<file path="config.mk">
export PLATFORM = sky130hd
export DESIGN_NAME = rv_skid_reg_flat
export DESIGN_NICKNAME = d
export VERILOG_FILES = /design/src/rtl/rv_skid_reg_if.sv /design/src/rtl/rv_skid_reg.sv /design/src/flat_wrapper.sv
export SDC_FILE = /design/constraint.sdc
export NUM_CORES = 1
export LEC_CHECK = 0
export CORE_MARGIN = 2
export CORE_UTILIZATION = 48
export CTS_CLUSTER_DIAMETER = 60
export CTS_CLUSTER_SIZE = 24
export DETAILED_ROUTE_END_ITERATION = 7
export PLACE_DENSITY = 0.89
export SETUP_SLACK_MARGIN = 0.2
export SYNTH_ARGS = -nofsm -noshare
export SYNTH_HDL_FRONTEND = slang
export SYNTH_SLANG_ARGS = --single-unit
</file>
<file path="constraint.sdc">
create_clock -name i_sb_clk -period 2.9 [get_ports i_sb_clk]
set_input_delay 0.58 -clock i_sb_clk [delete_from_list [all_inputs] [get_ports i_sb_clk]]
set_output_delay 0.58 -clock i_sb_clk [all_outputs]
set_load 0.01 [all_outputs]
</file>
<file path="src/rtl/rv_skid_reg_if.sv">
// Valid/ready handshake bundle for rv_skid_reg: upstream push side, downstream pop side,
// and the occupancy count. "slave" is the register's own view; "master" is its surroundings.
interface rv_skid_reg_if #(
    parameter int BW_DATA = 32
);
    logic               i_sb_valid;
    logic               o_sb_ready;
    logic [BW_DATA-1:0] i_sb_data;
    logic               o_sb_valid;
    logic               i_sb_ready;
    logic [BW_DATA-1:0] o_sb_data;
    logic [1:0]         o_sb_cnt;

    modport slave (
        input  i_sb_valid,
        input  i_sb_data,
        input  i_sb_ready,
        output o_sb_ready,
        output o_sb_valid,
        output o_sb_data,
        output o_sb_cnt
    );

    modport master (
        output i_sb_valid,
        output i_sb_data,
        output i_sb_ready,
        input  o_sb_ready,
        input  o_sb_valid,
        input  o_sb_data,
        input  o_sb_cnt
    );
endinterface

</file>
<file path="src/rtl/rv_skid_reg.sv">
// Elastic pipeline register: a main register feeding the outputs plus a one-entry skid
// register, so upstream ready comes from a flop and never sees downstream ready.
module rv_skid_reg #(
    parameter int                 BW_DATA  = 32,
    parameter logic [BW_DATA-1:0] INIT_VAL = '0
) (
    input  logic            i_sb_clk,
    input  logic            i_sb_rst,
    input  logic            i_sb_flush,
    rv_skid_reg_if.slave    sb
);
    // Occupancy encoded as {main_v, skid_v}; 2'b01 is never entered.
    localparam logic [1:0] ST_EMPTY = 2'b00;
    localparam logic [1:0] ST_ONE   = 2'b10;
    localparam logic [1:0] ST_FULL  = 2'b11;

    logic               main_v_reg, main_v_next;
    logic               skid_v_reg, skid_v_next;
    logic [BW_DATA-1:0] main_d_reg, main_d_next;
    logic [BW_DATA-1:0] skid_d_reg, skid_d_next;
    logic               in_fire;
    logic               out_fire;

    assign sb.o_sb_ready = ~skid_v_reg & ~i_sb_rst;
    assign sb.o_sb_valid = main_v_reg;
    assign sb.o_sb_data  = main_d_reg;
    assign sb.o_sb_cnt   = {1'b0, main_v_reg} + {1'b0, skid_v_reg};

    assign in_fire  = sb.i_sb_valid & sb.o_sb_ready;
    assign out_fire = main_v_reg & sb.i_sb_ready;

    always_comb begin
        main_v_next = main_v_reg;
        skid_v_next = skid_v_reg;
        main_d_next = main_d_reg;
        skid_d_next = skid_d_reg;
        if (i_sb_flush) begin
            // Data registers are left alone; only the valid bits are cleared.
            main_v_next = 1'b0;
            skid_v_next = 1'b0;
        end else begin
            case ({main_v_reg, skid_v_reg})
                ST_EMPTY: begin
                    if (in_fire) begin
                        main_v_next = 1'b1;
                        main_d_next = sb.i_sb_data;
                    end
                end
                ST_ONE: begin
                    if (in_fire && out_fire) begin
                        main_d_next = sb.i_sb_data;
                    end else if (in_fire) begin
                        skid_v_next = 1'b1;
                        skid_d_next = sb.i_sb_data;
                    end else if (out_fire) begin
                        main_v_next = 1'b0;
                    end
                end
                ST_FULL: begin
                    if (out_fire) begin
                        skid_v_next = 1'b0;
                        main_d_next = skid_d_reg;
                    end
                end
                default: begin
                    main_v_next = 1'b0;
                    skid_v_next = 1'b0;
                end
            endcase
        end
    end

    always_ff @(posedge i_sb_clk) begin
        if (i_sb_rst) begin
            main_v_reg <= 1'b0;
            skid_v_reg <= 1'b0;
            main_d_reg <= INIT_VAL;
            skid_d_reg <= INIT_VAL;
        end else begin
            main_v_reg <= main_v_next;
            skid_v_reg <= skid_v_next;
            main_d_reg <= main_d_next;
            skid_d_reg <= skid_d_next;
        end
    end
endmodule

</file>
<file path="src/flat_wrapper.sv">
// flat-port wrapper written by rule: the top's interface ports become plain ports
module rv_skid_reg_flat 
#(
    parameter int                 BW_DATA  = 32,
    parameter logic [BW_DATA-1:0] INIT_VAL = '0
)
  (i_sb_clk, i_sb_rst, i_sb_flush, sb_i_sb_valid, sb_i_sb_data, sb_i_sb_ready, sb_o_sb_ready, sb_o_sb_valid, sb_o_sb_data, sb_o_sb_cnt);
  rv_skid_reg_if #(.BW_DATA(BW_DATA)) sb_i ();
  input  logic i_sb_clk;
  input  logic i_sb_rst;
  input  logic i_sb_flush;
  input wire logic [$bits(sb_i.i_sb_valid)-1:0] sb_i_sb_valid;
  input wire logic [$bits(sb_i.i_sb_data)-1:0] sb_i_sb_data;
  input wire logic [$bits(sb_i.i_sb_ready)-1:0] sb_i_sb_ready;
  output wire logic [$bits(sb_i.o_sb_ready)-1:0] sb_o_sb_ready;
  output wire logic [$bits(sb_i.o_sb_valid)-1:0] sb_o_sb_valid;
  output wire logic [$bits(sb_i.o_sb_data)-1:0] sb_o_sb_data;
  output wire logic [$bits(sb_i.o_sb_cnt)-1:0] sb_o_sb_cnt;
  assign sb_i.i_sb_valid = sb_i_sb_valid;
  assign sb_i.i_sb_data = sb_i_sb_data;
  assign sb_i.i_sb_ready = sb_i_sb_ready;
  assign sb_o_sb_ready = sb_i.o_sb_ready;
  assign sb_o_sb_valid = sb_i.o_sb_valid;
  assign sb_o_sb_data = sb_i.o_sb_data;
  assign sb_o_sb_cnt = sb_i.o_sb_cnt;
  rv_skid_reg #(.BW_DATA(BW_DATA), .INIT_VAL(INIT_VAL)) u_core (.i_sb_clk(i_sb_clk), .i_sb_rst(i_sb_rst), .i_sb_flush(i_sb_flush), .sb(sb_i));
endmodule
</file>
==> flow_metrics.env, run 1 <==
export IMPL_status="finished clean"
export IMPL_die_h_um=80.7
export IMPL_r2r_end="u_core.sb.o_sb_data[21]"
export IMPL_rr_startpoint="u_core.skid_v_reg"
export IMPL_viasPerCell=5.50
export IMPL_cts_resized=0
export IMPL_dp_final_hpwl_mm=4.52
export IMPL_core_area_um2=5610
export IMPL_wl_met1_mm=3.05
export IMPL_synth_largest_area_cell="dfxtp_1"
export IMPL_io_buffers=72
export IMPL_p_seq_share_pct=43.7
export IMPL_finalWirelength_mm=7.10
export IMPL_power_frac_clock_pct=43.1
export IMPL_fin_crit_sh_pct=80.2
export IMPL_power_switching_w=0.000516
export IMPL_yosys_cell_count_top_type="a21oi_1"
export IMPL_layout_drive_gt1_share_pct=10.4
export IMPL_holdBufCountCts=0
export IMPL_crit_path_end="u_core.sb.o_sb_data[21]"
export IMPL_yosysTopAreaCellShare_pct=46.8
export IMPL_drtAntennaViolNets=0
export IMPL_root_buffer="clkbuf_8"
export IMPL_setup_viol=0
export IMPL_relSlewSlack_pct=61.7
export IMPL_synth_fp_nets=353
export IMPL_wl_per_cell_um=15.6
export IMPL_final_cell_area_um2=3830
export IMPL_initial_core_util_pct=50.3
export IMPL_antenna_found_initial=0
export IMPL_clkSlewWorstSetupHoldPaths_ns=0.07
export IMPL_tns_ns=0
export IMPL_irDropWorstVdd_mv=0.382
export IMPL_fp_dieW_um=80.7
export IMPL_crit_start="sb_i_sb_valid"
export IMPL_dieArea_um2=6510
export IMPL_min_period_ns=2.32
export IMPL_fillers=453
export IMPL_remaining_drc_errors=0
export IMPL_p_leak_nw=1.24
export IMPL_netlist_area_um2=2820
export IMPL_area_growth_pct=35.8
export IMPL_synth_edf_count=0
export IMPL_insertion_delay_ns=0.34
export IMPL_synthTopCellsByArea="dfxtp_1 (47%), a21oi_1 (12%), mux2i_1 (11%)"
export IMPL_num_vias=2502
export IMPL_p_per_area_nw_per_um2=577
export IMPL_synth_cell_types=26
export IMPL_hold_violations=0
export IMPL_rsz0062_at_grt="false"
export IMPL_diodes=0
export IMPL_path_class="primary input to register"
export IMPL_dr_pass1_iters=4
export IMPL_htree_levels=3
export IMPL_startpoint_type="primary input"
export IMPL_hold_class="register to register"
export IMPL_synth_common_cells="a21oi_1 (67), dfxtp_1 (66), nand2_1 (66)"
export IMPL_max_slew_worst_pin_slew_ns=0.574
export IMPL_synth_seq_cells=66
export IMPL_drt_iter0_markers=141
export IMPL_dpl_cell_area_um2=3580
export IMPL_cts_tree="done"
export IMPL_nNetsFinal=419
export IMPL_async_flop_share_pct=0
export IMPL_post_cts_buffers=0
export IMPL_end_kind="register"
export IMPL_rrSetupSlack_ns=0.83
export IMPL_ys_warn_count=0
export IMPL_drv_slew=0
export IMPL_cts_sinks=66
export IMPL_postSynthAreaPerCell_um2=9.04
export IMPL_placementRows=27
export IMPL_fmax_ghz=0.430
export IMPL_overflow=0
export IMPL_p_int_w=0.00170
export IMPL_ys_seq_area_share_pct=46.8
export IMPL_clockBufferDepth=2
export IMPL_comb_power_share_pct=13.1
export IMPL_ios=73
export IMPL_switching_share_pct=23.3
export IMPL_grt_max_degree=40
export IMPL_grt_pass1_wl_mm=11.2
export IMPL_wl_met2_mm=3.53
export IMPL_synthCells=312
export IMPL_grt_use_total_pct=22.9
export IMPL_reg2reg_depth=6
export IMPL_skew_ns=0.0111
export IMPL_drv_cap=0
export IMPL_grt_pass1_vias=2372
export IMPL_wl_met3_um=380
export IMPL_critPathRequiredTime_ns=3.10
export IMPL_cts_buffers=9
export IMPL_gp_congestion=0.784
export IMPL_top_layer="met4"
export IMPL_path_max_fanout=18
export IMPL_synthFlopType="dfxtp_1"
export IMPL_crit_arrival_ns=2.53
layout by cell type (no fill, tap or decap), drive strengths merged:
cell type      netlist  final
bufinv               0      3
a21boi               1      1
clkdlybuf4s50        0     71
nand4b               1      1
o21ai                2      2
and2                 1      1
inv                  2      3
clkbuf              18     10
ha                   4      4
o31ai                1      1
or3b                 1      1
nor2                 3      3
nand2               66     66
nand3                1      1
buf                 10     12
a21oi               67     67
clkinv               0      2
a2111oi              1      1
a211oi              32     32
and4b                1      1
mux2i               32     32
dfxtp               66     66
a41o                 1      1
nor3b                1      1
final cells by class:
class / instances / area (um2) / area share [%]
Clock buffer: 10 / 138 / 3.59
Clock inverter: 6 / 113 / 2.94
Inverter: 2 / 7.51 / 0.196
Multi-Input combinational cell: 216 / 1370 / 35.6
Sequential cell: 66 / 1320 / 34.5
Tap cell: 72 / 90.1 / 2.35
Timing Repair Buffer: 83 / 798 / 20.8
stage by stage:
step / setup slack (ns) / utilization [%] / hold slack, ns / power (W) / instances
finish: 0.575 / 68.3 / 0.458 / 0.00221 / 455
global placement: 0.307 / 63.9 / 0.441 / 0.00127 / 439
global route: 0.477 / 68.3 / 0.486 / 0.00229 / 455
floorplan: 0.778 / - / 0.436 / 0.00112 / 312
detailed placement: 0.249 / 63.9 / 0.446 / 0.00128 / 439
CTS: 0.575 / 68.3 / 0.456 / 0.00223 / 455
worst min-delay path by stage:
stage	startpoint	end	slack (ns)	cells past startpoint
after floorplan	u_core.skid_d_reg[0]	u_core.skid_d_reg[0]	0.44	2
after global placement	u_core.skid_d_reg[12]	u_core.skid_d_reg[12]	0.44	2
after detailed placement	u_core.skid_d_reg[3]	u_core.skid_d_reg[3]	0.45	2
after CTS	u_core.skid_d_reg[3]	u_core.skid_d_reg[3]	0.46	2
after global routing	u_core.skid_d_reg[26]	u_core.skid_d_reg[26]	0.49	2
final	u_core.skid_d_reg[23]	u_core.skid_d_reg[23]	0.46	2
critical path, stage by stage:
cell and delay, ns:
clkdlybuf4s50_1 0.47, or3b_1 0.44, a2111oi_4 0.42, and2_1 0.22, buf_4 0.27, a211oi_1 0.13
power by group through the flow:
stage / clock [W] / sequential (W) / combinational, W
global route: 0.00101 / 0.000971 / 0.000314
finish: 0.000954 / 0.000968 / 0.000290
detailed placement: 0 / 0.000987 / 0.000289
floorplan: 0 / 0.000999 / 0.000123
global placement: 0 / 0.000987 / 0.000282
CTS: 0.000969 / 0.000968 / 0.000292
routing by layer:
layer	track usage (%)	up-vias
li1	-	1232
met3	4.61	11
met1	27.7	1175
met2	37.9	84
met4	12.2	0
met5	0	-
cell families after synthesis:
kind of cell | after synthesis | share of synthesized area [%]
AO/OA/AOI/OAI | 105 | 24.2
flip-flops | 66 | 46.8
adder cells (fa/ha/maj) | 4 | 1.77
multiplexers | 32 | 11.4
buffers and inverters | 30 | 5.01
AND/OR/NAND/NOR | 75 | 10.8
No activity file was read; power rests on OpenSTA's default activity.
==> inputs of run 2 (changes only) <==
Clock period 2.9 ns to 2.2 ns, I/O delays scaled along.
==> run 2 against run 1 <==
Sequential power up 31%; cell count rose by 1.8%; clock skew is 0.0030 ns lower; clock power is 9% higher; setup slack lost 0.35 ns; combinational power rose by 48%; core utilization rose by 2.5 points; sequential cell count unchanged; critical endpoint is now u_core.sb.o_sb_data[22].
==> flow_metrics.env, run 2 (synthesized netlist as in run 1, its figures left out) <==
export IMPL_grt_max_degree=63
export IMPL_drv_cap=0
export IMPL_remaining_drc_errors=0
export IMPL_cts_buffers=9
export IMPL_num_vias=2601
export IMPL_diodes=0
export IMPL_power_w=0.00274
export IMPL_startpoint_type="register"
export IMPL_wl_per_cell_um=16.2
export IMPL_fp_dieW_um=80.7
export IMPL_antenna_found_initial=0
export IMPL_io_buffers=72
export IMPL_ios=73
export IMPL_layout_commonest_cell="clkdlybuf4s50_1"
export IMPL_core_area_um2=5610
export IMPL_p_per_area_nw_per_um2=691
export IMPL_nNetsFinal=427
export IMPL_drt_iter0_markers=119
export IMPL_area_growth_pct=40.7
export IMPL_fmax_ghz=0.507
export IMPL_placementRows=27
export IMPL_layout_drive_gt1_share_pct=13.8
export IMPL_relSlewSlack_pct=54.8
export IMPL_rrSetupSlack_ns=0.23
export IMPL_tns_ns=0
export IMPL_final_cell_area_um2=3970
export IMPL_fillers=425
export IMPL_crit_arrival_ns=2.17
export IMPL_holdBufCountCts=0
export IMPL_dp_final_hpwl_mm=4.60
export IMPL_skew_ns=0.00819
export IMPL_viasPerCell=5.62
export IMPL_gp_congestion=0.739
export IMPL_hold_violations=0
export IMPL_pre_cts_slack_ns=-0.300
export IMPL_layout_common_cells="clkdlybuf4s50_1 (69), a21oi_1 (67), nand2_1 (66)"
export IMPL_dr_pass1_iters=4
export IMPL_grt_use_total_pct=23.3
export IMPL_dieArea_um2=6510
export IMPL_root_buffer="clkbuf_8"
export IMPL_cts_tree="done"
export IMPL_dpl_cell_area_um2=3620
export IMPL_clkSlewWorstSetupHoldPaths_ns=0.07
export IMPL_hold_class="primary input to register"
export IMPL_path_class="register to register"
export IMPL_min_period_ns=1.97
export IMPL_cts_sinks=66
export IMPL_die_h_um=80.7
export IMPL_path_max_fanout=6
export IMPL_fin_crit_sh_pct=89.7
export IMPL_drv_slew=0
export IMPL_max_slew_worst_pin_slew_ns=0.678
export IMPL_timing_final_ws_setup_ns=0.227
export IMPL_irDropWorstVdd_mv=0.520
export IMPL_overflow=0
export IMPL_rsz0062_at_grt="true"
export IMPL_critPathRequiredTime_ns=2.39
export IMPL_htree_levels=3
export IMPL_drtAntennaViolNets=0
export IMPL_status="finished clean"
export IMPL_insertion_delay_ns=0.34
export IMPL_finalWirelength_mm=7.51
export IMPL_grt_pass1_vias=2456
export IMPL_end_kind="register"
export IMPL_clockBufferDepth=2
export IMPL_initial_core_util_pct=50.3
export IMPL_grt_pass1_wl_mm=11.5
export IMPL_setup_viol=0
export IMPL_p_leak_nw=1.31
[run 2: changes by cell type in the layout (fill, tap and decap cells not counted), sizes merged]
cell and change:
bufinv -2, dlygate4sd2 +1, clkbuf +4, clkinv +1, clkinvlp +1, buf +5, inv -1, dlymetal6s2s +1
clkdlybuf4s50 -2
[run 2: worst max-delay path: stages (launching register included)]
cell and delay, ns:
dfxtp_4 0.37, or3b_4 0.39, a2111oi_4 0.35, buf_4 0.20, and2_4 0.26, clkbuf_16 0.19
a211oi_1 0.06
[run 2: where the power goes]
part | total, W | switching, W | leakage, nW | internal, W
combinational | 0.000429 | 0.000193 | 0.669 | 0.000236
clock | 0.00104 | 0.000461 | 0.105 | 0.000579
sequential | 0.00127 | 0.0000307 | 0.538 | 0.00124
[run 2: worst paths after layout]
check,depth (start not counted),to,startpoint
worst min register to register,2,u_core.skid_d_reg[25],u_core.skid_d_reg[25]
worst max-delay path,6,u_core.sb.o_sb_data[22],u_core.skid_v_reg
worst min-delay path,3,u_core.skid_d_reg[1],i_sb_rst
worst max register to register,6,u_core.sb.o_sb_data[22],u_core.skid_v_reg
[run 2: layout make-up]
cell class,count,area [um2],share of cell area [%]
timing repair buffer,91,960,24.2
multi-input combinational,216,1380,34.8
sequential,66,1330,33.5
inverter,2,7.51,0.189
clock inverter,5,52.6,1.32
clock buffer,11,151,3.81
tap,72,90.1,2.27
[run 2: through the flow]
step / util, % / instances / hold slack [ns]
after floorplan: - / 312 / 0.436
after global placement: 64.6 / 441 / 0.441
after detailed placement: 64.6 / 441 / 0.448
after CTS: 69.0 / 459 / 0.392
after global routing: 70.8 / 463 / 0.421
final: 70.8 / 463 / 0.409
[run 2: per-layer routing]
| layer | GRT usage (%) | part of all wire (%) | up-vias | routed length, um |
|---|---|---|---|---|
| met4 | 9.15 | 1.8 | 0 | 137 |
| met1 | 26.2 | 40 | 1245 | 3030 |
| met5 | 0 | 0 | - | 0 |
| met3 | 7.64 | 5.9 | 14 | 445 |
| met2 | 40.7 | 52 | 93 | 3890 |
| li1 | - | - | 1249 | - |
[run 2: timing repair]
action,4_1_cts,5_1_grt
setup endpoints to repair,34,32
gates resized for setup,12,4
pin swaps,1,2
gates cloned,1,4
buffers inserted,1,0
